===== src/rtl/rv32i_pkg.sv =====
// Shared definitions for the RV32I register writeback slice.
// Holds the architectural register-file widths, the x0 address constant and
// the {addr, data} write-request layout used by the load-response queue.
package rv32i_pkg;

  localparam int unsigned ADDR_W = 5;
  localparam int unsigned DATA_W = 32;

  localparam logic [ADDR_W-1:0] REG_X0 = '0;

  // Field order matches the {addr, data} packing of the load queue entries.
  typedef struct packed {
    logic [ADDR_W-1:0] addr;
    logic [DATA_W-1:0] data;
  } wr_req_t;

endpackage


===== src/rtl/rv32i_wb_fifo.sv =====
// Generic synchronous FIFO with asynchronous active-high reset.
// Ports:
//   clk, rst     clock / async reset (reset empties the FIFO)
//   push, din    write strobe and data (ignored while full)
//   pop, dout    read strobe and head-of-queue data (ignored while empty)
//   full, empty  occupancy flags
// DEPTH must be a power of two and at least 1.
module rv32i_wb_fifo #(
  parameter int unsigned WIDTH = 37,
  parameter int unsigned DEPTH = 2
) (
  input  logic             clk,
  input  logic             rst,
  input  logic             push,
  input  logic [WIDTH-1:0] din,
  input  logic             pop,
  output logic [WIDTH-1:0] dout,
  output logic             full,
  output logic             empty
);

  localparam int unsigned PTR_W = (DEPTH > 1) ? $clog2(DEPTH) : 1;
  localparam int unsigned CNT_W = $clog2(DEPTH + 1);

  logic [WIDTH-1:0] mem [DEPTH];
  logic [PTR_W-1:0] wr_ptr;
  logic [PTR_W-1:0] rd_ptr;
  logic [CNT_W-1:0] count;
  logic             do_push;
  logic             do_pop;

  function automatic logic [PTR_W-1:0] next_ptr(input logic [PTR_W-1:0] p);
    return (p == PTR_W'(DEPTH - 1)) ? '0 : p + PTR_W'(1);
  endfunction

  assign do_push = push && !full;
  assign do_pop  = pop && !empty;
  assign full    = (count == CNT_W'(DEPTH));
  assign empty   = (count == '0);
  assign dout    = mem[rd_ptr];

  // Storage needs no reset; the pointers and count define validity.
  always_ff @(posedge clk) begin
    if (do_push) mem[wr_ptr] <= din;
  end

  always_ff @(posedge clk or posedge rst) begin
    if (rst) begin
      wr_ptr <= '0;
      rd_ptr <= '0;
      count  <= '0;
    end else begin
      if (do_push) wr_ptr <= next_ptr(wr_ptr);
      if (do_pop)  rd_ptr <= next_ptr(rd_ptr);
      count <= count + CNT_W'(do_push) - CNT_W'(do_pop);
    end
  end

endmodule


===== src/rtl/rv32i_reg_wb_arbiter.sv =====
// Register-file write-port arbiter with pending-load scoreboard.
// Ports:
//   clk, rst                         clock / async active-high reset
//   wb_valid/wb_addr/wb_data         ALU/CSR writeback, always accepted, top priority
//   ld_issue_valid/addr, ld_issue_ready   load issue; ready while outstanding < MAX_OUT
//   ld_rsp_valid/addr/data, ld_rsp_ready  in-order load responses into the queue
//   rs1_addr, rs2_addr, hazard_stall      decode RAW check against pending loads
//   busy_mask                        bit n set while a load to xn is pending
//   rf_rd_addr/rf_rd_data/rf_rd_we   registered register-file write port
module rv32i_reg_wb_arbiter #(
  parameter int unsigned DATA_W   = rv32i_pkg::DATA_W,
  parameter int unsigned ADDR_W   = rv32i_pkg::ADDR_W,
  parameter int unsigned LQ_DEPTH = 2,
  parameter int unsigned MAX_OUT  = 4
) (
  input  logic                 clk,
  input  logic                 rst,
  input  logic                 wb_valid,
  input  logic [ADDR_W-1:0]    wb_addr,
  input  logic [DATA_W-1:0]    wb_data,
  input  logic                 ld_issue_valid,
  input  logic [ADDR_W-1:0]    ld_issue_addr,
  output logic                 ld_issue_ready,
  input  logic                 ld_rsp_valid,
  input  logic [ADDR_W-1:0]    ld_rsp_addr,
  input  logic [DATA_W-1:0]    ld_rsp_data,
  output logic                 ld_rsp_ready,
  input  logic [ADDR_W-1:0]    rs1_addr,
  input  logic [ADDR_W-1:0]    rs2_addr,
  output logic                 hazard_stall,
  output logic [2**ADDR_W-1:0] busy_mask,
  output logic [ADDR_W-1:0]    rf_rd_addr,
  output logic [DATA_W-1:0]    rf_rd_data,
  output logic                 rf_rd_we
);

  localparam int unsigned OUT_W = $clog2(MAX_OUT + 1);
  localparam logic [ADDR_W-1:0] X0 = ADDR_W'(rv32i_pkg::REG_X0);

  logic [ADDR_W+DATA_W-1:0] head;
  logic [ADDR_W-1:0]        head_addr;
  logic [DATA_W-1:0]        head_data;
  logic                     lq_full;
  logic                     lq_empty;
  logic                     lq_push;
  logic                     lq_pop;
  logic                     issue_acc;
  logic [OUT_W-1:0]         out_cnt;
  logic [2**ADDR_W-1:0]     busy_q;
  logic [2**ADDR_W-1:0]     busy_nxt;

  assign ld_rsp_ready   = !lq_full;
  assign ld_issue_ready = (out_cnt < OUT_W'(MAX_OUT));
  assign lq_push        = ld_rsp_valid && !lq_full;
  // Head commits only in cycles the ALU writeback leaves the port free.
  assign lq_pop         = !lq_empty && !wb_valid;
  assign issue_acc      = ld_issue_valid && ld_issue_ready;
  assign head_addr      = head[DATA_W +: ADDR_W];
  assign head_data      = head[DATA_W-1:0];
  assign busy_mask      = busy_q;

  assign hazard_stall = ((rs1_addr != X0) && busy_q[rs1_addr]) ||
                        ((rs2_addr != X0) && busy_q[rs2_addr]);

  rv32i_wb_fifo #(
    .WIDTH (ADDR_W + DATA_W),
    .DEPTH (LQ_DEPTH)
  ) u_load_q (
    .clk   (clk),
    .rst   (rst),
    .push  (lq_push),
    .din   ({ld_rsp_addr, ld_rsp_data}),
    .pop   (lq_pop),
    .dout  (head),
    .full  (lq_full),
    .empty (lq_empty)
  );

  // Clear first, then set, so an issue to the committing register keeps its bit.
  always_comb begin
    busy_nxt = busy_q;
    if (lq_pop) busy_nxt[head_addr] = 1'b0;
    if (issue_acc && (ld_issue_addr != X0)) busy_nxt[ld_issue_addr] = 1'b1;
  end

  always_ff @(posedge clk or posedge rst) begin
    if (rst) begin
      out_cnt <= '0;
      busy_q  <= '0;
    end else begin
      out_cnt <= out_cnt + OUT_W'(issue_acc) - OUT_W'(lq_pop);
      busy_q  <= busy_nxt;
    end
  end

  always_ff @(posedge clk or posedge rst) begin
    if (rst) begin
      rf_rd_we   <= 1'b0;
      rf_rd_addr <= '0;
      rf_rd_data <= '0;
    end else if (wb_valid) begin
      rf_rd_we   <= (wb_addr != X0);
      rf_rd_addr <= wb_addr;
      rf_rd_data <= wb_data;
    end else if (lq_pop) begin
      rf_rd_we   <= (head_addr != X0);
      rf_rd_addr <= head_addr;
      rf_rd_data <= head_data;
    end else begin
      rf_rd_we   <= 1'b0;
    end
  end

endmodule

===== config.mk =====
export PLATFORM = sky130hd
export DESIGN_NAME = rv32i_reg_wb_arbiter
export DESIGN_NICKNAME = d
export VERILOG_FILES = /design/src/rtl/rv32i_pkg.sv /design/src/rtl/rv32i_wb_fifo.sv /design/src/rtl/rv32i_reg_wb_arbiter.sv
export SDC_FILE = /design/constraint.sdc
export NUM_CORES = 1
export LEC_CHECK = 0
export CAP_MARGIN = 30
export CORE_MARGIN = 4
export CORE_UTILIZATION = 50
export CTS_BUF_LIST = sky130_fd_sc_hd__clkbuf_8 sky130_fd_sc_hd__clkbuf_16
export DETAILED_ROUTE_END_ITERATION = 6
export DONT_BUFFER_PORTS = 1
export PLACE_DENSITY = 0.68
export SLEW_MARGIN = 20
export SYNTH_ARGS = -nofsm -noshare
export SYNTH_HDL_FRONTEND = slang
export SYNTH_SLANG_ARGS = --single-unit

===== constraint.sdc =====
create_clock -name clk -period 2.6 [get_ports clk]
set_input_delay 0.13 -clock clk [delete_from_list [all_inputs] [get_ports clk]]
set_output_delay 0.13 -clock clk [all_outputs]
set_load 0.05 [all_outputs]

; ---- After elaboration in Yosys (flattened, before gate mapping)
; Memories as Yosys holds them, arrays and structs flattened.
; Cells that the tools add are included.
[totals]
ff_bits = 77
out_inout_bits = 73
ramBits = 74
mem_count = 1
input_bits = 94
elab_cells = 67
[classes]
add_sub_neg = 6
n_lt_le_gt_ge = 7
bitwise = 3
reduce_logical = 21
n_eq_ne = 1
mux = 20
[mem_list]
columns = memory, words, width, read_ports, rd_ports_with_merged_regs, wr, line
row1 = u_load_q.mem, 2, 37, 1, 0, 1, rv32i_wb_fifo.sv:25  ; logic [WIDTH-1:0] mem [DEPTH];
[op_table]
columns = cell, n
row1 = $mux W32, 4
row2 = $and A32 B32 Y32, 1
row3 = $not A32 Y32, 1
row4 = $or A32 B32 Y32, 1
row5 = $reduce_bool A5 Y1, 5
row6 = $lt A5 B6 Y1 const B, 4
row7 = $bmux W1 S5, 2
row8 = $demux W1 S5, 2
row9 = $ge A5 B1 Y1 const B, 2
row10 = $logic_and A1 B1 Y1, 10
row11 = $mux W1, 10
row12 = $mux W5, 2
row13 = $add A3 B1 Y3, 1
row14 = $logic_not A1 Y1, 3
row15 = $lt A3 B3 Y1 const B, 1
row16 = $sub A3 B1 Y3, 1
row17 = $add A1 B1 Y1 const B, 2
row18 = $add A2 B1 Y2, 1
row19 = $eq A2 B2 Y1 const B, 1
row20 = $logic_not A2 Y1, 1
row21 = $reduce_bool A2 Y1, 1
row22 = $sub A2 B1 Y2, 1
row23 = $logic_or A1 B1 Y1, 1

; ---- Longest topological paths before layout
; An unclocked memory read counts as a cell.
[depth]
depth_word = 10
mapped_depth = 9
ltp_nobuf = 7

; ---- Modules after synthesis
; A second synthesis with hierarchy kept.
[hier_totals]
cells_unflattened = 503
hier_area_um2 = 6772.7
[modules_own_cells]
columns = mod, area_each_um2, n_inst, cells_per_inst, seq_area_each_um2
row1 = rv32i_reg_wb_arbiter, 3818.7, 1, 369, 1826.8
row2 = rv32i_wb_fifo, 2954.1, 1, 134, 2322.2

; ---- Least setup slack after synthesis
; Ideal clock, no wire load.
[synth_timing]
path_kind = register -> register
start = register u_load_q.count[1]
end = memory u_load_q.mem[0][0], enable pin
path_stages_with_launch = 4
synth_period_minus_slack_ns = 2.972
setup_time_ns = 0.431
n_path_buf = 0
t_required_ns = 2.169
setup_slack_ns = -0.372
arrival_ns = 2.541
path_cell_list = dfrtp_1 > nand2_1 > nand2_1 > nor2_1
[synth_between]
elab_chain_len = 6
[synth_lines]
columns = element, line
row1 = start: declaration, rv32i_wb_fifo.sv:28  ; logic [CNT_W-1:0] count;
row2 = start signal: assignment, rv32i_wb_fifo.sv:55  ; count <= count + CNT_W'(do_push) - CNT_W'(do_pop);
row3 = $eq A2 B2 Y1 (*), rv32i_wb_fifo.sv:38  ; assign full = (count == CNT_W'(DEPTH));
row4 = $logic_not A1 Y1 (*), --
row5 = net ld_rsp_ready, rv32i_reg_wb_arbiter.sv:27  ; output logic ld_rsp_ready,
row6 = $logic_and A1 B1 Y1, rv32i_reg_wb_arbiter.sv:54  ; assign lq_push = ld_rsp_valid && !lq_full;
row7 = $logic_and A1 B1 Y1 (*), rv32i_wb_fifo.sv:36  ; assign do_push = push && !full;
row8 = $mux W1 (*), rv32i_wb_fifo.sv:44  ; if (do_push) mem[wr_ptr] <= din;
row9 = $mux W1 (not written as such) (*), rv32i_wb_fifo.sv:44
row10 = end: declaration, rv32i_wb_fifo.sv:25
; Mark *: on every way through the listed nets, which the timed path passes. The rest lies on a longest branch.

; ---- Final worst setup path
[layout_timing]
start = register busy_q[16], in the netlist busy_mask[16]
end = output port hazard_stall
[layout_between]
elab_chain_len = 4
word_cells_on_any_way = 7
classes_between = mux: 4 / reduce/logical: 3
[layout_lines]
columns = element, line
row1 = start: declaration, rv32i_reg_wb_arbiter.sv:49  ; logic [2**ADDR_W-1:0] busy_q;
row2 = start signal: assignment, rv32i_reg_wb_arbiter.sv:92  ; busy_q <= busy_nxt;
row3 = $bmux W1 S5 (on tied branches), "rv32i_reg_wb_arbiter.sv:62, rv32i_reg_wb_arbiter.sv:63"
row4 = $mux W1 (on tied branches), "rv32i_reg_wb_arbiter.sv:62, rv32i_reg_wb_arbiter.sv:63"
row5 = $logic_and A1 B1 Y1 (on tied branches), "rv32i_reg_wb_arbiter.sv:62, rv32i_reg_wb_arbiter.sv:63"
row6 = $logic_or A1 B1 Y1 (*), rv32i_reg_wb_arbiter.sv:62  ; assign hazard_stall = ((rs1_addr != X0) && busy_q[rs1_addr]) ||
row7 = end: declaration, rv32i_reg_wb_arbiter.sv:30  ; output logic hazard_stall,
; Every way passes the cells marked *; elsewhere a longest branch is shown, timed or not. The select of a mux whose other input is x is not followed.

==> run_results.csv <==
group,metric,value,unit
outcome,status,"finished, final reports clean",
global_route,antenna_found_initial,0,
sta,min_period_over_period,0.970,
layout,fillers,908,
sta,maxSlewViolCount,0,
synth,synth.distinct_cells,39,
cts,root_buffer,"clkbuf_16",
placement,placed_cell_area,6850,um2
critical_path,required,2.47,ns
die,row_count,41,
die,ios,167,
cts,cts_resized,0,
cts,clock_latency,0.41,ns
placement,post-dp-hpwl,10600,um
power,p_int,5750,uW
critical_path,critPathKind,"reg -> out",
cts,cts_setup_buffers,0,
routing,drt_first_iter_violations,304,
power,cellPowerDensity,1220,nW/um2
critical_path,start_kind,"register",
synth,avgSynthCellArea,12.2,um2
critical_path,cp-end-kind,"output port",
power,comb_power_share,0.283,
critical_path,slowest_delay,0.58,ns
placement,port_buffers,0,
power,leakage,0.00334,uW
power,peakVddDrop,610,uV
routing,num_vias,4741,
layout,fin_nets,736,
cts,cts_tree,"built",
power,p_sw_frac,0.430,
routing,drtPass1Iterations,4,
flow_run,max_cap_viol_count,0,
die,die_area,15100,um2
synth,ys_warn_count,0,
placement,pre_cts_ws,0.525,ns
routing,via_per_inst,5.76,
cts,cts_buffers,17,
sta,relSlewSlack,0.493,
cts,htree_levels,4,
synth,synth_fp_nets,637,
critical_path,path_cells,"mux4_1, mux2_2, nand3b_1, o311a_1, nand4_1, buf_4",
routing,wire_per_inst,20.1,um
power,power_frac_clock,0.232,
sta,setup-violations-final,0,
sta,rsz0062_at_grt,"no",
critical_path,cp.arrival,2.39,ns
layout,design_area,8300,um2
critical_path,path_max_fanout,4,
power,p_seq_frac,0.485,
synth,syn_area,6590,um2
global_route,track_usage,0.223,
sta,hold_viol,0,
routing,drc,0,
synth,yosys_register_bits,151,
global_route,grt_pass1_wl,25800,um
die,start_util,0.516,
synth,synth_cells,539,
critical_path,critPathBufInv,1,
cts,ctsLongestPathBuffers,2,
global_route,gr-total-overflow,0,
worst_hold_path,min_path_type,"in -> reg",
routing,routed_wirelength,16600,um
global_route,grt_start_max_net_pins,77,
die,dieHeight,123,um
placement,gp_congestion,0.832,
sta,tightest_slew,0.760,ns
sta,max_freq,0.397,GHz
sta,fin_setup_tns,0,ns
routing,route.antenna.remaining_nets,0,
layout,drive_above_1_share,0.0998,
layout,syn_to_final_growth,26.0,%
global_route,grt_pass1_vias,4997,
power,switchingPower,4340,uW
layout,final_common_cell,"o21ai_0",
layout,layout_common_cells,"o21ai_0 (110), dlygate4sd3_1 (86), dfrtp_1 (76)",
cts,clkSinkCount,151,
synth,seq_area_frac_synth,0.630,
critical_path,crit_family,"multiplexers",
critical_path,worst_path_max_delay_cell,"dfrtp_1",
die,dieWidth,123,um
sta,setup_ws,0.0785,ns
sta,fin_crit,2.52,ns
layout,diodes,0,
die,core,12800,um2
cts,path_clk_slew,0.06,ns
sta,skew,0.0116,ns
## tightest hold or removal path, stage by stage
cell     delay, ns
o21ai_0       0.07
nand2_1       0.07
ha_1          0.11
## power groups by stage
stage	registers (uW)	logic [uW]	clock network [uW]
global placement	4910	2600	0
floorplan	5000	1820	0
finish	4900	2850	2340
global route	4980	3140	2470
CTS	4890	2840	2360
detailed placement	4940	2670	0
## metal layers
metal,wire (um),up-vias,track usage
li1,-,2172,-
met1,6390,2362,0.267
met2,8630,182,0.389
met3,1270,25,0.0604
met4,263,0,0.0777
met5,0,-,0
## final cells by class
type                       count  area (um2)  share of cell area
inverter                       6        23.8             0.00286
multi-input combinational    354        2290               0.275
clock inverter                15         139              0.0167
tap                          172         215              0.0259
clock buffer                  17         425              0.0513
timing repair buffer         108        1060               0.128
sequential                   151        4150               0.500
## cells in the mapped netlist
library cell	instances	share of area
a211o_1	1	0.0013
a21oi_1	35	0.027
a22oi_1	1	0.0011
and2b_1	1	0.0011
and3_1	2	0.0019
buf_1	4	0.0023
buf_2	5	0.0038
buf_4	1	0.0011
buf_6	4	0.0068
clkbuf_1	14	0.0080
dfrtp_1	77	0.29
edfxtp_1	74	0.34
fa_1	1	0.0030
ha_1	3	0.0057
inv_1	6	0.0034
mux2_2	3	0.0051
mux2i_1	43	0.065
mux4_1	9	0.036
mux4_2	4	0.014
nand2_1	60	0.034
nand2b_1	3	0.0028
nand3_1	8	0.0061
nand3b_1	7	0.0080
nand4_1	2	0.0019
nand4b_1	1	0.0013
nor2_1	40	0.023
nor2b_1	3	0.0028
nor3_1	1	0.00076
o21a_1	1	0.0011
o21ai_0	110	0.084
o311a_1	1	0.0015
o31ai_1	1	0.0011
or2_2	2	0.0019
or3_1	2	0.0019
or3b_1	1	0.0013
or3b_2	1	0.0013
or4_1	1	0.0011
xnor2_1	5	0.0066
xor2_1	1	0.0013
## stage by stage
step	hold slack, ns	cells	utilization	total power (uW)
floorplan	0.229	539	-	6810
global placement	0.156	704	0.536	7500
detailed placement	0.163	704	0.536	7600
CTS	0.00324	823	0.650	10100
global route	0.0307	823	0.650	10600
finish	0.0239	823	0.650	10100
## worst paths after layout
path                                      start              end  slack, ns  cells after the start
worst max-delay path              busy_mask[16]     hazard_stall       0.08                      6
worst min-delay path                   wb_valid       out_cnt[0]       0.02                      3
worst max register to register  u_load_q.rd_ptr     busy_mask[9]       0.17                      6
worst min register to register  u_load_q.wr_ptr  u_load_q.wr_ptr       0.54                      1
max in group asynchronous                   rst   rf_rd_data[24]       1.63                      3
min in group asynchronous                   rst       out_cnt[1]       0.30                      2
## sequential cells by signal (all words and copies together) (netlist names)
| register | cells |
|---|---|
| u_load_q.wr_ptr | 1 |
| busy_mask | 32 |
| rf_rd_we | 1 |
| rf_rd_data | 32 |
| u_load_q.count | 2 |
| rf_rd_addr | 5 |
| u_load_q.mem | 74 |
| out_cnt | 3 |
| u_load_q.rd_ptr | 1 |
## cell families after synthesis
group | synth area share
buffers and inverters | 0.0255
and+or+nand+nor | 0.0914
AOI/OAI and AO/OA | 0.116
xor gates and xnor gates | 0.00798
muxes | 0.120
adders and majority gates | 0.00874
DFF | 0.630
## what timing repair did
action | CTS | global route
endpoints found under the setup margin | 0 | 0
hold buffers | 87 | 0
hold endpoints to repair | 181 | 0
Note: power is estimated with default switching activity, not from simulation.
